[config.mk]
export PLATFORM = sky130hd
export DESIGN_NAME = ext_mem_bridge
export DESIGN_NICKNAME = d
export VERILOG_FILES = /design/src/rtl/ext_mem_pkg.sv /design/src/rtl/ext_mem_beat_timer.sv /design/src/rtl/ext_mem_bridge.sv
export SDC_FILE = /design/constraint.sdc
export NUM_CORES = 1
export LEC_CHECK = 0
export CAP_MARGIN = 20
export CORE_MARGIN = 4
export CORE_UTILIZATION = 49
export DETAILED_ROUTE_END_ITERATION = 8
export GPL_ROUTABILITY_DRIVEN = 0
export PLACE_DENSITY_LB_ADDON = 0.15
export SLEW_MARGIN = 20
export SYNTH_ARGS = -nofsm -noshare
export SYNTH_HDL_FRONTEND = slang
export SYNTH_SLANG_ARGS = --single-unit
[constraint.sdc]
create_clock -name clk -period 2.35 [get_ports clk]
set_input_delay 0.5875 -clock clk [delete_from_list [all_inputs] [get_ports clk]]
set_output_delay 0.5875 -clock clk [all_outputs]
set_load 0.05 [all_outputs]
[src/rtl/ext_mem_pkg.sv]
// Shared types and elaboration helpers for the external memory bridge.
// Beat counts derive from data/address widths over the pin bus width.
package ext_mem_pkg;

  typedef enum logic [2:0] {
    IDLE,
    ADDR,
    WDATA,
    RWAIT,
    RGAP,
    RESP
  } state_e;

  function automatic int beat_cnt(input int w, input int bus);
    return w / bus;
  endfunction

  function automatic int max_int(input int a, input int b);
    return (a > b) ? a : b;
  endfunction

  function automatic int idx_width(input int n);
    return (n > 1) ? $clog2(n) : 1;
  endfunction

  function automatic bit width_ok(input int w, input int bus);
    return (bus > 0) && (w >= bus) && (w % bus == 0);
  endfunction

endpackage

[src/rtl/ext_mem_beat_timer.sv]
// Loadable down-counter shared by beat settle hold and read timeout.
// Parks at zero; zero_o marks the last cycle of a hold/wait window.
module ext_mem_beat_timer #(
  parameter int W = 8
) (
  input  logic         clk_i,
  input  logic         rst_ni,
  input  logic         load_i,
  input  logic [W-1:0] val_i,
  output logic         zero_o
);

  logic [W-1:0] cnt_q;

  always_ff @(posedge clk_i) begin
    if (!rst_ni) begin
      cnt_q <= '0;
    end else if (load_i) begin
      cnt_q <= val_i;
    end else if (cnt_q != '0) begin
      cnt_q <= cnt_q - 1'b1;
    end
  end

  assign zero_o = (cnt_q == '0);

endmodule

[src/rtl/ext_mem_bridge.sv]
// Request-port to byte-serial MCU memory bridge: address beats, then
// write beats or ack-edge-qualified read beats with timeout.
module ext_mem_bridge
  import ext_mem_pkg::*;
#(
  parameter int ADDR_W         = 16,
  parameter int DATA_W         = 16,
  parameter int BUS_W          = 8,
  parameter int SETTLE_CYCLES  = 4,
  parameter int TIMEOUT_CYCLES = 255
) (
  input  logic                                      clk,
  input  logic                                      reset_n,
  input  logic                                      req_valid,
  output logic                                      req_ready,
  input  logic                                      req_write,
  input  logic [ADDR_W-1:0]                         req_addr,
  input  logic [DATA_W-1:0]                         req_wdata,
  output logic                                      rsp_valid,
  input  logic                                      rsp_ready,
  output logic [DATA_W-1:0]                         rsp_rdata,
  output logic                                      rsp_error,
  output logic                                      ext_we,
  output logic                                      ext_re,
  output logic                                      ext_addr_phase,
  output logic [max_int(ADDR_W/BUS_W, DATA_W/BUS_W)-1:0] ext_beat_sel,
  output logic [BUS_W-1:0]                          ext_dout,
  input  logic [BUS_W-1:0]                          ext_din,
  input  logic                                      ext_ack
);

  localparam int AB = beat_cnt(ADDR_W, BUS_W);
  localparam int DB = beat_cnt(DATA_W, BUS_W);
  localparam int NB = max_int(AB, DB);
  localparam int IW = idx_width(NB);
  localparam int TW =
    $clog2(max_int(SETTLE_CYCLES, TIMEOUT_CYCLES) + 1);
  localparam logic [TW-1:0] SET_LD = TW'(SETTLE_CYCLES - 1);
  localparam logic [TW-1:0] TO_LD  = TW'(TIMEOUT_CYCLES - 1);

  if (!width_ok(ADDR_W, BUS_W) || !width_ok(DATA_W, BUS_W) ||
      SETTLE_CYCLES < 1 || TIMEOUT_CYCLES < 1) begin : g_bad_cfg
    $error("ext_mem_bridge: illegal width or cycle parameters");
  end

  state_e              state_q, state_d;
  logic [IW-1:0]       idx_q, idx_d;
  logic [ADDR_W-1:0]   addr_q, addr_d;
  logic [DATA_W-1:0]   wdata_q, wdata_d;
  logic [DATA_W-1:0]   rdata_q, rdata_d;
  logic                wr_q, wr_d;
  logic                err_q, err_d;
  logic                ack_q;
  logic                rdy_en_q;

  logic                tmr_load;
  logic [TW-1:0]       tmr_val;
  logic                tmr_zero;
  logic [31:0]         sh;
  logic                ack_edge;
  logic                last_a;
  logic                last_d;
  logic                busy;

  ext_mem_beat_timer #(.W(TW)) u_timer (
    .clk_i  (clk),
    .rst_ni (reset_n),
    .load_i (tmr_load),
    .val_i  (tmr_val),
    .zero_o (tmr_zero)
  );

  assign sh       = BUS_W * 32'(idx_q);
  assign ack_edge = ext_ack && !ack_q;
  assign last_a   = (idx_q == IW'(AB - 1));
  assign last_d   = (idx_q == IW'(DB - 1));

  always_ff @(posedge clk) begin
    if (!reset_n) begin
      state_q  <= IDLE;
      idx_q    <= '0;
      addr_q   <= '0;
      wdata_q  <= '0;
      rdata_q  <= '0;
      wr_q     <= 1'b0;
      err_q    <= 1'b0;
      ack_q    <= 1'b0;
      rdy_en_q <= 1'b0;
    end else begin
      state_q  <= state_d;
      idx_q    <= idx_d;
      addr_q   <= addr_d;
      wdata_q  <= wdata_d;
      rdata_q  <= rdata_d;
      wr_q     <= wr_d;
      err_q    <= err_d;
      ack_q    <= ext_ack;
      rdy_en_q <= 1'b1;
    end
  end

  always_comb begin
    state_d  = state_q;
    idx_d    = idx_q;
    addr_d   = addr_q;
    wdata_d  = wdata_q;
    rdata_d  = rdata_q;
    wr_d     = wr_q;
    err_d    = err_q;
    tmr_load = 1'b0;
    tmr_val  = SET_LD;
    unique case (state_q)
      IDLE: begin
        if (req_valid && req_ready) begin
          addr_d   = req_addr;
          wdata_d  = req_wdata;
          wr_d     = req_write;
          rdata_d  = '0;
          err_d    = 1'b0;
          idx_d    = '0;
          tmr_load = 1'b1;
          state_d  = ADDR;
        end
      end
      ADDR: begin
        if (tmr_zero) begin
          tmr_load = 1'b1;
          if (last_a) begin
            idx_d   = '0;
            state_d = wr_q ? WDATA : RWAIT;
            if (!wr_q) tmr_val = TO_LD;
          end else begin
            idx_d = idx_q + 1'b1;
          end
        end
      end
      WDATA: begin
        if (tmr_zero) begin
          if (last_d) begin
            state_d = RESP;
          end else begin
            idx_d    = idx_q + 1'b1;
            tmr_load = 1'b1;
          end
        end
      end
      RWAIT: begin
        // A capture on the final timeout cycle still wins over the abort.
        if (ack_edge) begin
          rdata_d = rdata_q | (DATA_W'(ext_din) << sh);
          state_d = last_d ? RESP : RGAP;
        end else if (tmr_zero) begin
          rdata_d = '0;
          err_d   = 1'b1;
          state_d = RESP;
        end
      end
      RGAP: begin
        idx_d    = idx_q + 1'b1;
        tmr_load = 1'b1;
        tmr_val  = TO_LD;
        state_d  = RWAIT;
      end
      RESP: begin
        if (rsp_ready) begin
          rdata_d = '0;
          err_d   = 1'b0;
          state_d = IDLE;
        end
      end
      default: state_d = IDLE;
    endcase
  end

  always_comb begin
    req_ready      = (state_q == IDLE) && rdy_en_q;
    rsp_valid      = (state_q == RESP);
    rsp_rdata      = rsp_valid ? rdata_q : '0;
    rsp_error      = rsp_valid && err_q;
    busy           = state_q inside {ADDR, WDATA, RWAIT, RGAP};
    ext_we         = busy && wr_q;
    ext_re         = busy && !wr_q;
    ext_addr_phase = (state_q == ADDR);
    ext_beat_sel   = '0;
    ext_dout       = '0;
    unique case (1'b1)
      (state_q == ADDR): begin
        ext_beat_sel = NB'(1) << idx_q;
        ext_dout     = BUS_W'(addr_q >> sh);
      end
      (state_q == WDATA): begin
        ext_beat_sel = NB'(1) << idx_q;
        ext_dout     = BUS_W'(wdata_q >> sh);
      end
      (state_q == RWAIT): begin
        ext_beat_sel = NB'(1) << idx_q;
      end
      default: ;
    endcase
  end

endmodule

==> results.ini <==
[logic_synthesis]
syn_area_um2=3030
synthFlopType=dfxtp_1
synth-seq-area-share=0.423
synthesis.nets=405
syn_area_per_cell_um2=8.49
synth_cell_types=48
yosys_warnings=0
async_flop_share=0
synth_edf_count=0
ys_seq_elements=64
synthCells=357

[sta]
worst_pin_slew_ns=0.698
fmax_mhz=432
final-hold-violation-count=0
finalSetupViolCount=0
period_minus_slack_ns=2.31
fin_crit_sh=0.985
maxSlewHeadroom=0.531
fin_tns_setup_ns=0
finClkSkew_ns=0.00939
slew_violations=0
final.setup.worst_slack_ns=0.0356

[global_routing]
grt_first_pass_wirelength_mm=13.8
gr-total-overflow=0
busiest_layer=met2
grt_start_max_net_pins=34
use_met1=0.317
grt_pass1_vias=2927
grt_use_met3=0.0494
grt_usage=0.234
use_met2=0.366
antenna_found_initial=0

[final_layout]
insertedDiodeCount=0
regArea_um2=1280
most-common-layout-cells=nand2_1, dfxtp_1, clkdlybuf4s50_1
layout_commonest_cell=nand2_1
drive_above_1_share=0.218
fillCellCount=450
multiInputGateArea_um2=1700
layout.nets=489
area_growth_pct=47.2

[clock_network]
h-tree-depth=3
path_clk_slew_ns=0.06
clock_sinks=64
clock_latency_ns=0.33
cts_tree=done
cts_hold_buf=0
root_buffer=clkbuf_8
cts_inserted_buffers=9
clock_path_buffers=2

[worst_hold_path]
hold_depth=2
min_path_type=reg2reg
min_from=addr_q[2]

[drt]
antenna_left=0
vias=2947
first_iter_violations=273
remaining_drc_errors=0
routed_wl_mm=8.54
viasPerCell=5.67
wl_per_cell_um=16.4
drtPass1Iterations=5

[setup_path]
startpoint=state_q[0]
worst-path-max-fanout=8
critPathCaptureType=output pin
ff2ff_path_depth=6
worstSetupPathType=reg2out
r2r_start=u_timer.cnt_q[0]
cp.required_ns=1.76
startpoint_type=flop
worstPathArrival_ns=1.73

[die]
core_area_um2=5960
die_h_um=86.7
die_area_um2=7510
rows=28
chipWidth_um=86.7
ios=78
start_util=0.509

[status]
status=finished clean

[pwr]
power_density_nw_per_um2=860
peakVddDrop_v=0.000671
p_leak_nw=1.68
design_power_total_mw=3.84

[placement]
dp_hpwl_mm=5.99
dp_slack_ns=0.154
io_buffer_count=77

[job]
maxCapViolations=0

==> worst paths after layout <==
check | endpoint | slack (ns)
worst min register to register | addr_q[2] | 0.45
worst max register to register | u_timer.cnt_q[0] | 0.14
worst max-delay path | ext_dout[0] | 0.04
worst min-delay path | addr_q[2] | 0.45
==> sequential cells by signal (all words and copies together) (netlist names) <==
signal         cells
rdy_en_q           1
ack_q              1
state_q            3
wr_q               1
rdata_q           16
wdata_q           16
idx_q              1
u_timer.cnt_q      8
err_q              1
addr_q            16
==> area by class of cell <==
| type | instances | area share |
|---|---|---|
| well taps | 75 | 0.0210 |
| multi-input cells | 263 | 0.381 |
| clock inverters | 4 | 0.00505 |
| flip-flops and latches | 64 | 0.288 |
| clock buffers | 11 | 0.0294 |
| repair buffers | 98 | 0.271 |
| inverters | 5 | 0.00421 |
==> logic make-up after synthesis <==
family | synth area share
AND/OR/NAND/NOR | 0.252
XOR/XNOR | 0.0144
adder cells (fa/ha/maj) | 0.00825
flip-flops | 0.423
buffers and inverters | 0.0396
multiplexers | 0.0660
AO/OA/AOI/OAI | 0.197
==> critical path, stage by stage (launching register included) <==
cell      delay, ns
dfxtp_2        0.33
nand2b_4       0.15
nor2_1         0.08
buf_4          0.19
mux4_2         0.31
nor2b_2        0.18
buf_6          0.15
==> synthesized netlist by cell type, types with 2 or more instances <==
cell type,n,share of area
o21a_1,3,0.0074
a21o_1,5,0.012
ha_1,2,0.0083
a41oi_1,16,0.046
xnor2_1,3,0.0087
o211ai_1,5,0.012
a31o_2,2,0.0058
nand2b_1,5,0.010
nor2b_1,10,0.021
nor3_1,6,0.0099
nor4b_1,2,0.0058
and3b_1,2,0.0058
a31oi_1,2,0.0041
o21ai_0,2,0.0033
inv_1,5,0.0062
mux2i_1,2,0.0066
a21oi_1,42,0.069
buf_1,2,0.0025
nor3b_1,3,0.0074
buf_2,2,0.0033
a2111o_1,2,0.0074
or3_1,2,0.0041
and2_1,19,0.039
nor2_1,23,0.028
mux4_2,8,0.059
clkbuf_1,19,0.024
and4b_1,2,0.0066
nand3b_1,2,0.0050
nand2_1,74,0.092
o221ai_1,3,0.0087
xor2_1,2,0.0058
dfxtp_1,64,0.42
==> power breakdown <==
part	switching, mW	leakage, nW	internal [mW]
registers	0.112	0.523	1.23
logic	0.955	1.08	0.767
clock network	0.406	0.0789	0.372
==> routing by layer <==
| metal | routed length, um | share of wire |
|---|---|---|
| met2 | 4100 | 0.48 |
| met4 | 161 | 0.019 |
| met3 | 568 | 0.066 |
| met1 | 3710 | 0.43 |
| met5 | 0 | 0 |
==> repair_timing <==
action	in CTS	in global routing
resized for setup	12	10
pin swaps	0	1
setup buffers	0	2
setup endpoints to repair	17	18
==> through the flow <==
| step | util | hold slack, ns | instances | instance area, um^2 |
|---|---|---|---|---|
| 2_1_floorplan | - | 0.432 | 357 | 3080 |
| 3_3_place_gp | 0.708 | 0.440 | 503 | 4220 |
| 3_5_place_dp | 0.708 | 0.447 | 503 | 4220 |
| 4_1_cts | 0.741 | 0.456 | 518 | 4410 |
| 5_1_grt | 0.749 | 0.473 | 520 | 4460 |
| 6_report | 0.749 | 0.454 | 520 | 4460 |
Note: power is estimated with default switching activity, not from simulation.
